<file path="src/rtl/sram_burst_reader.sv">
// rtl/sram_burst_reader.sv - burst read controller for SRAM port B with credit-limited output FIFO
//
// Accepts {start address, length-1} requests and issues one SRAM read per cycle
// on port B. Read data (1-cycle latency) is captured into a small FIFO and
// presented as a valid/ready stream with a last-word tag. A read is only issued
// when the FIFO is guaranteed to have room for its data.
//
// Ports:
//   clk_in, rst_in          clock; asynchronous active-high reset
//   req_valid_in/ready_out  burst request handshake
//   req_addr_in             start address {bank, offset}
//   req_len_in              burst length minus one
//   en_b_out, we_b_out      SRAM port B enable / write enable (always 0)
//   addr_b_out, d_b_in      SRAM port B address / read data
//   dout_*                  output stream (valid, ready, data, last)
//   busy_out                high whenever not idle
//   stat_words_out          words delivered (only with SRAM_BURST_READER_STAT_EN)
//   stat_stall_out          cycles stalled by the sink (only with SRAM_BURST_READER_STAT_EN)
//
// Optional feature macro: SRAM_BURST_READER_STAT_EN

module sram_burst_reader #(
  parameter int DWIDTH     = 32,
  parameter int NRAMWIDHT  = 5,
  parameter int AWIDTH     = 13,
  parameter int LWIDTH     = 8,
  parameter int FIFO_DEPTH = 4
) (
  input  logic                        clk_in,
  input  logic                        rst_in,
  input  logic                        req_valid_in,
  output logic                        req_ready_out,
  input  logic [NRAMWIDHT+AWIDTH-1:0] req_addr_in,
  input  logic [LWIDTH-1:0]           req_len_in,
  output logic                        en_b_out,
  output logic                        we_b_out,
  output logic [NRAMWIDHT+AWIDTH-1:0] addr_b_out,
  input  logic [DWIDTH-1:0]           d_b_in,
  output logic                        dout_valid_out,
  input  logic                        dout_ready_in,
  output logic [DWIDTH-1:0]           dout_data_out,
  output logic                        dout_last_out,
`ifdef SRAM_BURST_READER_STAT_EN
  output logic [31:0]                 stat_words_out,
  output logic [31:0]                 stat_stall_out,
`endif
  output logic                        busy_out
);

  localparam int ADDR_W = NRAMWIDHT + AWIDTH;
  localparam int PTR_W  = $clog2(FIFO_DEPTH);
  localparam int CNT_W  = PTR_W + 1;
  localparam int OCC_W  = PTR_W + 2;

  typedef enum logic [1:0] {
    ST_IDLE  = 2'd0,
    ST_READ  = 2'd1,
    ST_DRAIN = 2'd2
  } state_t;

  state_t state_q, state_d;

  logic [NRAMWIDHT-1:0] bank_q;
  logic [AWIDTH-1:0]    offset_q;
  logic [LWIDTH-1:0]    remaining_q;
  logic [ADDR_W-1:0]    last_addr_q;
  logic                 inflight_q;
  logic                 inflight_last_q;
  logic                 issue;

  logic [DWIDTH:0]      fifo_mem [FIFO_DEPTH];
  logic [PTR_W-1:0]     wr_ptr_q;
  logic [PTR_W-1:0]     rd_ptr_q;
  logic [CNT_W-1:0]     fifo_count_q;
  logic                 fifo_push;
  logic                 fifo_pop;
  logic                 fifo_empty;
  logic [OCC_W-1:0]     occupancy;

  // Credit check counts the read already in flight, so its data always has
  // a slot when it lands one cycle later.
  assign occupancy  = OCC_W'(fifo_count_q) + OCC_W'(inflight_q);
  assign fifo_empty = (fifo_count_q == '0);

  always_ff @(posedge clk_in or posedge rst_in) begin
    if (rst_in) begin
      state_q <= ST_IDLE;
    end else begin
      state_q <= state_d;
    end
  end

  always_comb begin
    state_d = state_q;
    issue   = 1'b0;
    case (state_q)
      ST_IDLE: begin
        if (req_valid_in) begin
          state_d = ST_READ;
        end
      end
      ST_READ: begin
        issue = (occupancy < OCC_W'(FIFO_DEPTH));
        if (issue && (remaining_q == '0)) begin
          state_d = ST_DRAIN;
        end
      end
      ST_DRAIN: begin
        if (!inflight_q && fifo_empty) begin
          state_d = ST_IDLE;
        end
      end
      default: state_d = ST_IDLE;
    endcase
  end

  assign req_ready_out = (state_q == ST_IDLE);
  assign busy_out      = (state_q != ST_IDLE);
  assign en_b_out      = issue;
  assign we_b_out      = 1'b0;
  // The address bus shows the live address only while a read is issued and
  // otherwise holds the most recently issued one.
  assign addr_b_out    = issue ? {bank_q, offset_q} : last_addr_q;

  always_ff @(posedge clk_in or posedge rst_in) begin
    if (rst_in) begin
      bank_q          <= '0;
      offset_q        <= '0;
      remaining_q     <= '0;
      last_addr_q     <= '0;
      inflight_q      <= 1'b0;
      inflight_last_q <= 1'b0;
    end else begin
      inflight_q <= issue;
      if ((state_q == ST_IDLE) && req_valid_in) begin
        bank_q      <= req_addr_in[ADDR_W-1:AWIDTH];
        offset_q    <= req_addr_in[AWIDTH-1:0];
        remaining_q <= req_len_in;
      end else if (issue) begin
        // Offset wraps within the bank; the bank field is never touched.
        offset_q    <= offset_q + AWIDTH'(1);
        remaining_q <= remaining_q - LWIDTH'(1);
        last_addr_q <= {bank_q, offset_q};
      end
      if (issue) begin
        inflight_last_q <= (remaining_q == '0);
      end
    end
  end

  assign fifo_push = inflight_q;
  assign fifo_pop  = !fifo_empty && dout_ready_in;

  always_ff @(posedge clk_in) begin
    if (fifo_push) begin
      fifo_mem[wr_ptr_q] <= {inflight_last_q, d_b_in};
    end
  end

  always_ff @(posedge clk_in or posedge rst_in) begin
    if (rst_in) begin
      wr_ptr_q     <= '0;
      rd_ptr_q     <= '0;
      fifo_count_q <= '0;
    end else begin
      if (fifo_push) begin
        wr_ptr_q <= wr_ptr_q + PTR_W'(1);
      end
      if (fifo_pop) begin
        rd_ptr_q <= rd_ptr_q + PTR_W'(1);
      end
      case ({fifo_push, fifo_pop})
        2'b10:   fifo_count_q <= fifo_count_q + CNT_W'(1);
        2'b01:   fifo_count_q <= fifo_count_q - CNT_W'(1);
        default: fifo_count_q <= fifo_count_q;
      endcase
    end
  end

  // Head is masked when empty so stale storage never reaches the outputs.
  assign dout_valid_out = !fifo_empty;
  assign dout_data_out  = fifo_empty ? '0 : fifo_mem[rd_ptr_q][DWIDTH-1:0];
  assign dout_last_out  = fifo_empty ? 1'b0 : fifo_mem[rd_ptr_q][DWIDTH];

`ifdef SRAM_BURST_READER_STAT_EN
  always_ff @(posedge clk_in or posedge rst_in) begin
    if (rst_in) begin
      stat_words_out <= '0;
      stat_stall_out <= '0;
    end else begin
      if (dout_valid_out && dout_ready_in && (stat_words_out != '1)) begin
        stat_words_out <= stat_words_out + 32'd1;
      end
      if (dout_valid_out && !dout_ready_in && (stat_stall_out != '1)) begin
        stat_stall_out <= stat_stall_out + 32'd1;
      end
    end
  end
`endif

endmodule

</file>
<file path="config.mk">
export PLATFORM = sky130hd
export DESIGN_NAME = sram_burst_reader
export DESIGN_NICKNAME = d
export VERILOG_FILES = /design/src/rtl/sram_burst_reader.sv
export SDC_FILE = /design/constraint.sdc
export NUM_CORES = 1
export LEC_CHECK = 0
export CAP_MARGIN = 10
export CORE_MARGIN = 2
export CORE_UTILIZATION = 26
export CTS_CLUSTER_DIAMETER = 60
export CTS_CLUSTER_SIZE = 20
export DETAILED_ROUTE_END_ITERATION = 10
export SLEW_MARGIN = 10
export SYNTH_ARGS = -nofsm -noshare
export SYNTH_HDL_FRONTEND = slang
export SYNTH_SLANG_ARGS = --single-unit
</file>
<file path="constraint.sdc">
create_clock -name clk_in -period 4.8 [get_ports clk_in]
set_input_delay 0.48 -clock clk_in [delete_from_list [all_inputs] [get_ports clk_in]]
set_output_delay 0.48 -clock clk_in [all_outputs]
set_load 0.01 [all_outputs]
</file>
=== Yosys cells after proc, flatten, opt, wreduce, memory -nomap -nowiden ===
Memory sizes are Yosys's and may differ from the RTL's.
Cells that the tools add are included.

* Output and inout bits: 56
* Memory bits (writable): 132
* Register bits after elaboration: 55
* Memories: 1

{| class="wikitable"
|+ Memories
! memory !! depth !! bits a word !! rd ports !! clocked after memory_dff !! wr ports !! line !! text
|-
| fifo_mem || 4 || 33 || 1 || 0 || 1 || 71 || <nowiki>logic [DWIDTH:0] fifo_mem [FIFO_DEPTH];</nowiki>
|}

* Reduce and logical (&&, ||, !) cells: 13
* Eq/ne operators: 7
* $lt $le $gt $ge: 1
* Multiplexer cells: 15
* $add $sub $neg: 7

{| class="wikitable"
|+ Operators with widths
! operator !! count
|-
| 32-bit two-way mux || 1
|-
| 13-bit two-way mux || 2
|-
| 18-bit two-way mux || 1
|-
| 8-bit two-way mux || 2
|-
| 13-bit by 1-bit adder with 13-bit output (second input constant) || 1
|-
| 8-bit logical NOT || 1
|-
| 8-bit by 1-bit subtractor with 8-bit output (second input constant) || 1
|-
| 2-bit two-way mux || 3
|-
| 2-bit inequality test (second input constant) || 3
|-
| 2-bit one-hot mux with 3 select lines || 1
|-
| 3-bit one-hot mux with 2 select lines || 1
|-
| 2-bit nonzero test || 3
|-
| 2-bit by 1-bit adder with 2-bit output (second input constant) || 2
|-
| 3-bit by 1-bit adder with 4-bit output || 1
|-
| 2-bit by 1-bit equality test with 1-bit output (second input constant) || 2
|-
| 2-bit equality test (second input constant) || 2
|-
| 1-bit logical AND || 4
|-
| 4-bit by 3-bit < comparator with 1-bit output (second input constant) || 1
|-
| 1-bit two-way mux || 4
|-
| 3-bit by 1-bit adder with 3-bit output (second input constant) || 1
|-
| 3-bit logical NOT || 1
|-
| 3-bit AND reduction || 1
|-
| 3-bit by 1-bit subtractor with 3-bit output (second input constant) || 1
|-
| 1-bit logical NOT || 2
|-
| 2-bit logical NOT || 1
|}

=== Logic depth before layout (Yosys ltp) ===
* Depth in word-level cells: 5
* Gate-level depth with buffers: 9
* Depth with buffers taken out: 8

=== Least setup slack after synthesis ===
No wires, ideal clock.

* Path kind: reg2out
* From: register inflight_q (netlist: fifo_push)
* To: output addr_b_out[0]
* Setup slack: 2.753 ns
* Cell stages (with the launch flop): 6
* Arrival time: 1.567 ns
* Path buffers: 2
* Path through: dfrtp_1 buf_2 nand3_1 nand2_1 buf_2 mux2_1

* Word-level cells in the longest chain between the ends: 4

{| class="wikitable"
|+ Ends and longest elaborated chain
! element !! line !! text
|-
| from (decl) || 67 || <nowiki>logic inflight_q;</nowiki>
|-
| from (signal assigned) || 134 || <nowiki>inflight_q <= issue;</nowiki>
|-
| 3-bit by 1-bit adder with 4-bit output || 82 || <nowiki>assign occupancy = OCC_W'(fifo_count_q) + OCC_W'(inflight_q);</nowiki>
|-
| 4-bit by 3-bit < comparator with 1-bit output || 103 || <nowiki>issue = (occupancy < OCC_W'(FIFO_DEPTH));</nowiki>
|-
| 1-bit two-way mux || 96 || <nowiki>case (state_q)</nowiki>
|-
| 18-bit two-way mux || -- ||
|-
| to (decl) || 37 || <nowiki>output logic [NRAMWIDHT+AWIDTH-1:0] addr_b_out,</nowiki>
|}

Every way passes these cells.

=== Worst setup path in the final report ===
* From: register inflight_q (netlist: fifo_push)
* To: output addr_b_out[11]

Same word-level chain as after synthesis.

==> results_dict.tcl <==
set metrics [dict create \
    outcome "finished clean" \
    io_pins 118 \
    min_period_ns 3.54 \
    fin_ws_ns 1.26 \
    place_ws_ns 1.67 \
    setup_tns_ns 0 \
    final-max-slew-violation-count 0 \
    antenna_found_initial 1 \
    numCtsBuffers 17 \
    initial_core_util_pct 26.5 \
    syn_area_um2 7850 \
    drt_iter0_drc 215 \
    antenna_cells 0 \
    period_share_pct 73.8 \
    fp.dieW_um 178 \
    cp.required_ns 4.32 \
    dr.pass1.iters 4 \
    yosys-top-cells-area "edfxtp_1 51%, dfrtp_1 18%, mux4_2 9.5%, mux2_1 4.7%, and2_1 3.1%" \
    peakVddDrop_mv 0.320 \
    ys_ff_latch 187 \
    cap_violations 0 \
    synth_cell_type_count 47 \
    power_density_nw_per_um2 669 \
    ys_seq_area_share_pct 68.1 \
    hpwl_mm 10.3 \
    grt_pass1_vias 4573 \
    cts_hold_buffers 0 \
    drc 0 \
    cts.repair.resized 0 \
    final_cells 1006 \
    cp_max_fo 33 \
    via_per_inst 4.39 \
    clkTransAtPathRegs_ns 0.07 \
    dieArea_um2 31600 \
    dp.cells 974 \
    finalHoldViolCount 0 \
    rsz0062_at_grt "false" \
    whs_ns 0.475 \
    cp-start-kind "flip-flop" \
    slew_headroom_pct 34.8 \
    yosysTopAreaCell "edfxtp_1" \
    vias 4416 \
    cts_tree "built" \
    drive_gt1_share_pct 14.4 \
    final_antenna_net_count 0 \
    synthCells 484 \
    yosysWarningCount 0 \
    criticalPathCategory "reg2out" \
    crit_arrival_ns 3.06 \
    final_cell_mix "132 x edfxtp_1, 116 x clkdlybuf4s50_1, 54 x dfrtp_1" \
    routed_wl_mm 16.6 \
    core-area_um2 29600 \
    worstSkewPairLatency_ns 0.44 \
    cts_setup_buffers 0 \
    grt_overflow 0 \
    mostFrequentLayoutCell "edfxtp_1" \
    critPathCaptureType "output port" \
    clock-sinks 187 \
    clockBufferDepth 2 \
    p_leak_nw 3.50 \
    cts-root-buf "clkbuf_16" \
    setup_viol 0 \
    die_h_um 178 \
    syn2layout_area_growth_pct 28.4 \
    skew_ns 0.0139 \
    fp-row-count 63 \
    final_nets 674 \
    fill_cells 2890 \
    port_buffers 116 \
    worstHoldPathType "reg2reg" \
    gp_congestion 0.716 \
    syn_nets 555 \
    wl_per_cell_um 16.5 \
    htreeDepth 4 \
    grt_max_degree 56 \
    ff2ff_setup_slack_ns 2.47 \
    synth_top_area_share_pct 50.5 \
    power.total_w 0.00674 \
    synth_area_per_cell_um2 16.2 \
    grt_usage_pct 11.0 \
    grt_pass1_wl_mm 26.1 \
    fmax_mhz 282 \
    max_slew.worst_pin.slew_ns 0.978 \
]
==> state kept, by name (all words and copies together), names as in the netlist <==
| register | cells |
|---|---|
| offset_q | 13 |
| last_addr_q | 18 |
| inflight_last_q | 1 |
| wr_ptr_q | 2 |
| remaining_q | 8 |
| state_q | 2 |
| fifo_mem | 132 |
| bank_q | 5 |
| fifo_count_q | 3 |
| fifo_push | 1 |
| rd_ptr_q | 2 |
==> cells in the mapped netlist (all sizes together) <==
| cell type | instances |
|---|---|
| o21ai | 18 |
| clkbuf | 13 |
| nand2b | 2 |
| a31o | 2 |
| fa | 1 |
| xor2 | 11 |
| nand4 | 10 |
| mux2 | 34 |
| o41ai | 2 |
| nand3 | 4 |
| or4 | 4 |
| nor3b | 2 |
| mux2i | 3 |
| and3 | 1 |
| nand3b | 1 |
| o31ai | 3 |
| or2 | 2 |
| or3b | 2 |
| xnor2 | 6 |
| inv | 14 |
| nand2 | 37 |
| dfrtp | 55 |
| nor3 | 4 |
| mux4 | 33 |
| nor4 | 4 |
| a31oi | 5 |
| ha | 8 |
| a221o | 2 |
| nor2 | 15 |
| a211oi | 1 |
| or3 | 1 |
| buf | 10 |
| conb | 1 |
| and2 | 40 |
| edfxtp | 132 |
| nor2b | 1 |
==> stage by stage <==
| step | instance area [µm²] | utilization [%] |
|---|---|---|
| final | 10100 | 34.0 |
| after global routing | 10100 | 34.0 |
| after CTS | 10100 | 34.0 |
| after detailed placement | 9460 | 31.9 |
| after global placement | 9460 | 31.9 |
| after floorplan | 7850 | - |
==> worst max-delay path: stages, from the launching register on <==
cell	delay, ns
dfrtp_1	0.51
nand3_1	0.35
nand2_1	0.42
buf_4	0.46
mux2_1	0.36
clkdlybuf4s50_1	0.50
==> final timing paths <==
| path | start | to | depth (start not counted) |
|---|---|---|---|
| worst max-delay path | fifo_push$_DFF_PP0_ | addr_b_out[11] | 5 |
| worst min-delay path | rd_ptr_q[1]$_DFFE_PP0P_ | rd_ptr_q[1]$_DFFE_PP0P_ | 1 |
| worst max register to register | fifo_count_q[2]$_DFFE_PP0P_ | fifo_count_q[2]$_DFFE_PP0P_ | 9 |
| worst min register to register | rd_ptr_q[1]$_DFFE_PP0P_ | rd_ptr_q[1]$_DFFE_PP0P_ | 1 |
| max in group asynchronous | rst_in | rd_ptr_q[0]$_DFFE_PP0P_ | 3 |
| min in group asynchronous | rst_in | rd_ptr_q[1]$_DFFE_PP0P_ | 3 |
==> where the power goes <==
group | leakage, nW | internal [W] | switching (W) | total [W]
logic | 1.35 | 0.00147 | 0.00128 | 0.00275
clock network | 0.298 | 0.000713 | 0.000722 | 0.00144
registers | 1.85 | 0.00226 | 0.000290 | 0.00255
==> metal layers <==
metal,share of wire [%],track usage (%)
met5,0,0
met4,1.5,3.83
met3,6.3,3.45
met2,46,17.3
met1,46,14.4
==> cells by family after synthesis <==
| group | synth area share [%] |
|---|---|
| simple gates | 9.12 |
| xor+xnor | 1.90 |
| fa+ha+maj | 1.53 |
| mux | 14.7 |
| compound gates | 2.63 |
| other cells | 0.0478 |
| buf+inv | 1.96 |
| flops | 68.1 |
==> layout make-up <==
| cell class | instances | area, µm² | share of cell area, % |
|---|---|---|---|
| Multi-Input combinational cell | 260 | 2360 | 23.4 |
| Tap cell | 390 | 488 | 4.84 |
| Inverter | 14 | 52.6 | 0.522 |
| Sequential cell | 187 | 5340 | 53.0 |
| Clock inverter | 15 | 190 | 1.89 |
| Timing Repair Buffer | 123 | 1210 | 12.0 |
| Clock buffer | 17 | 425 | 4.22 |
No activity file was read; power rests on OpenSTA's default activity.
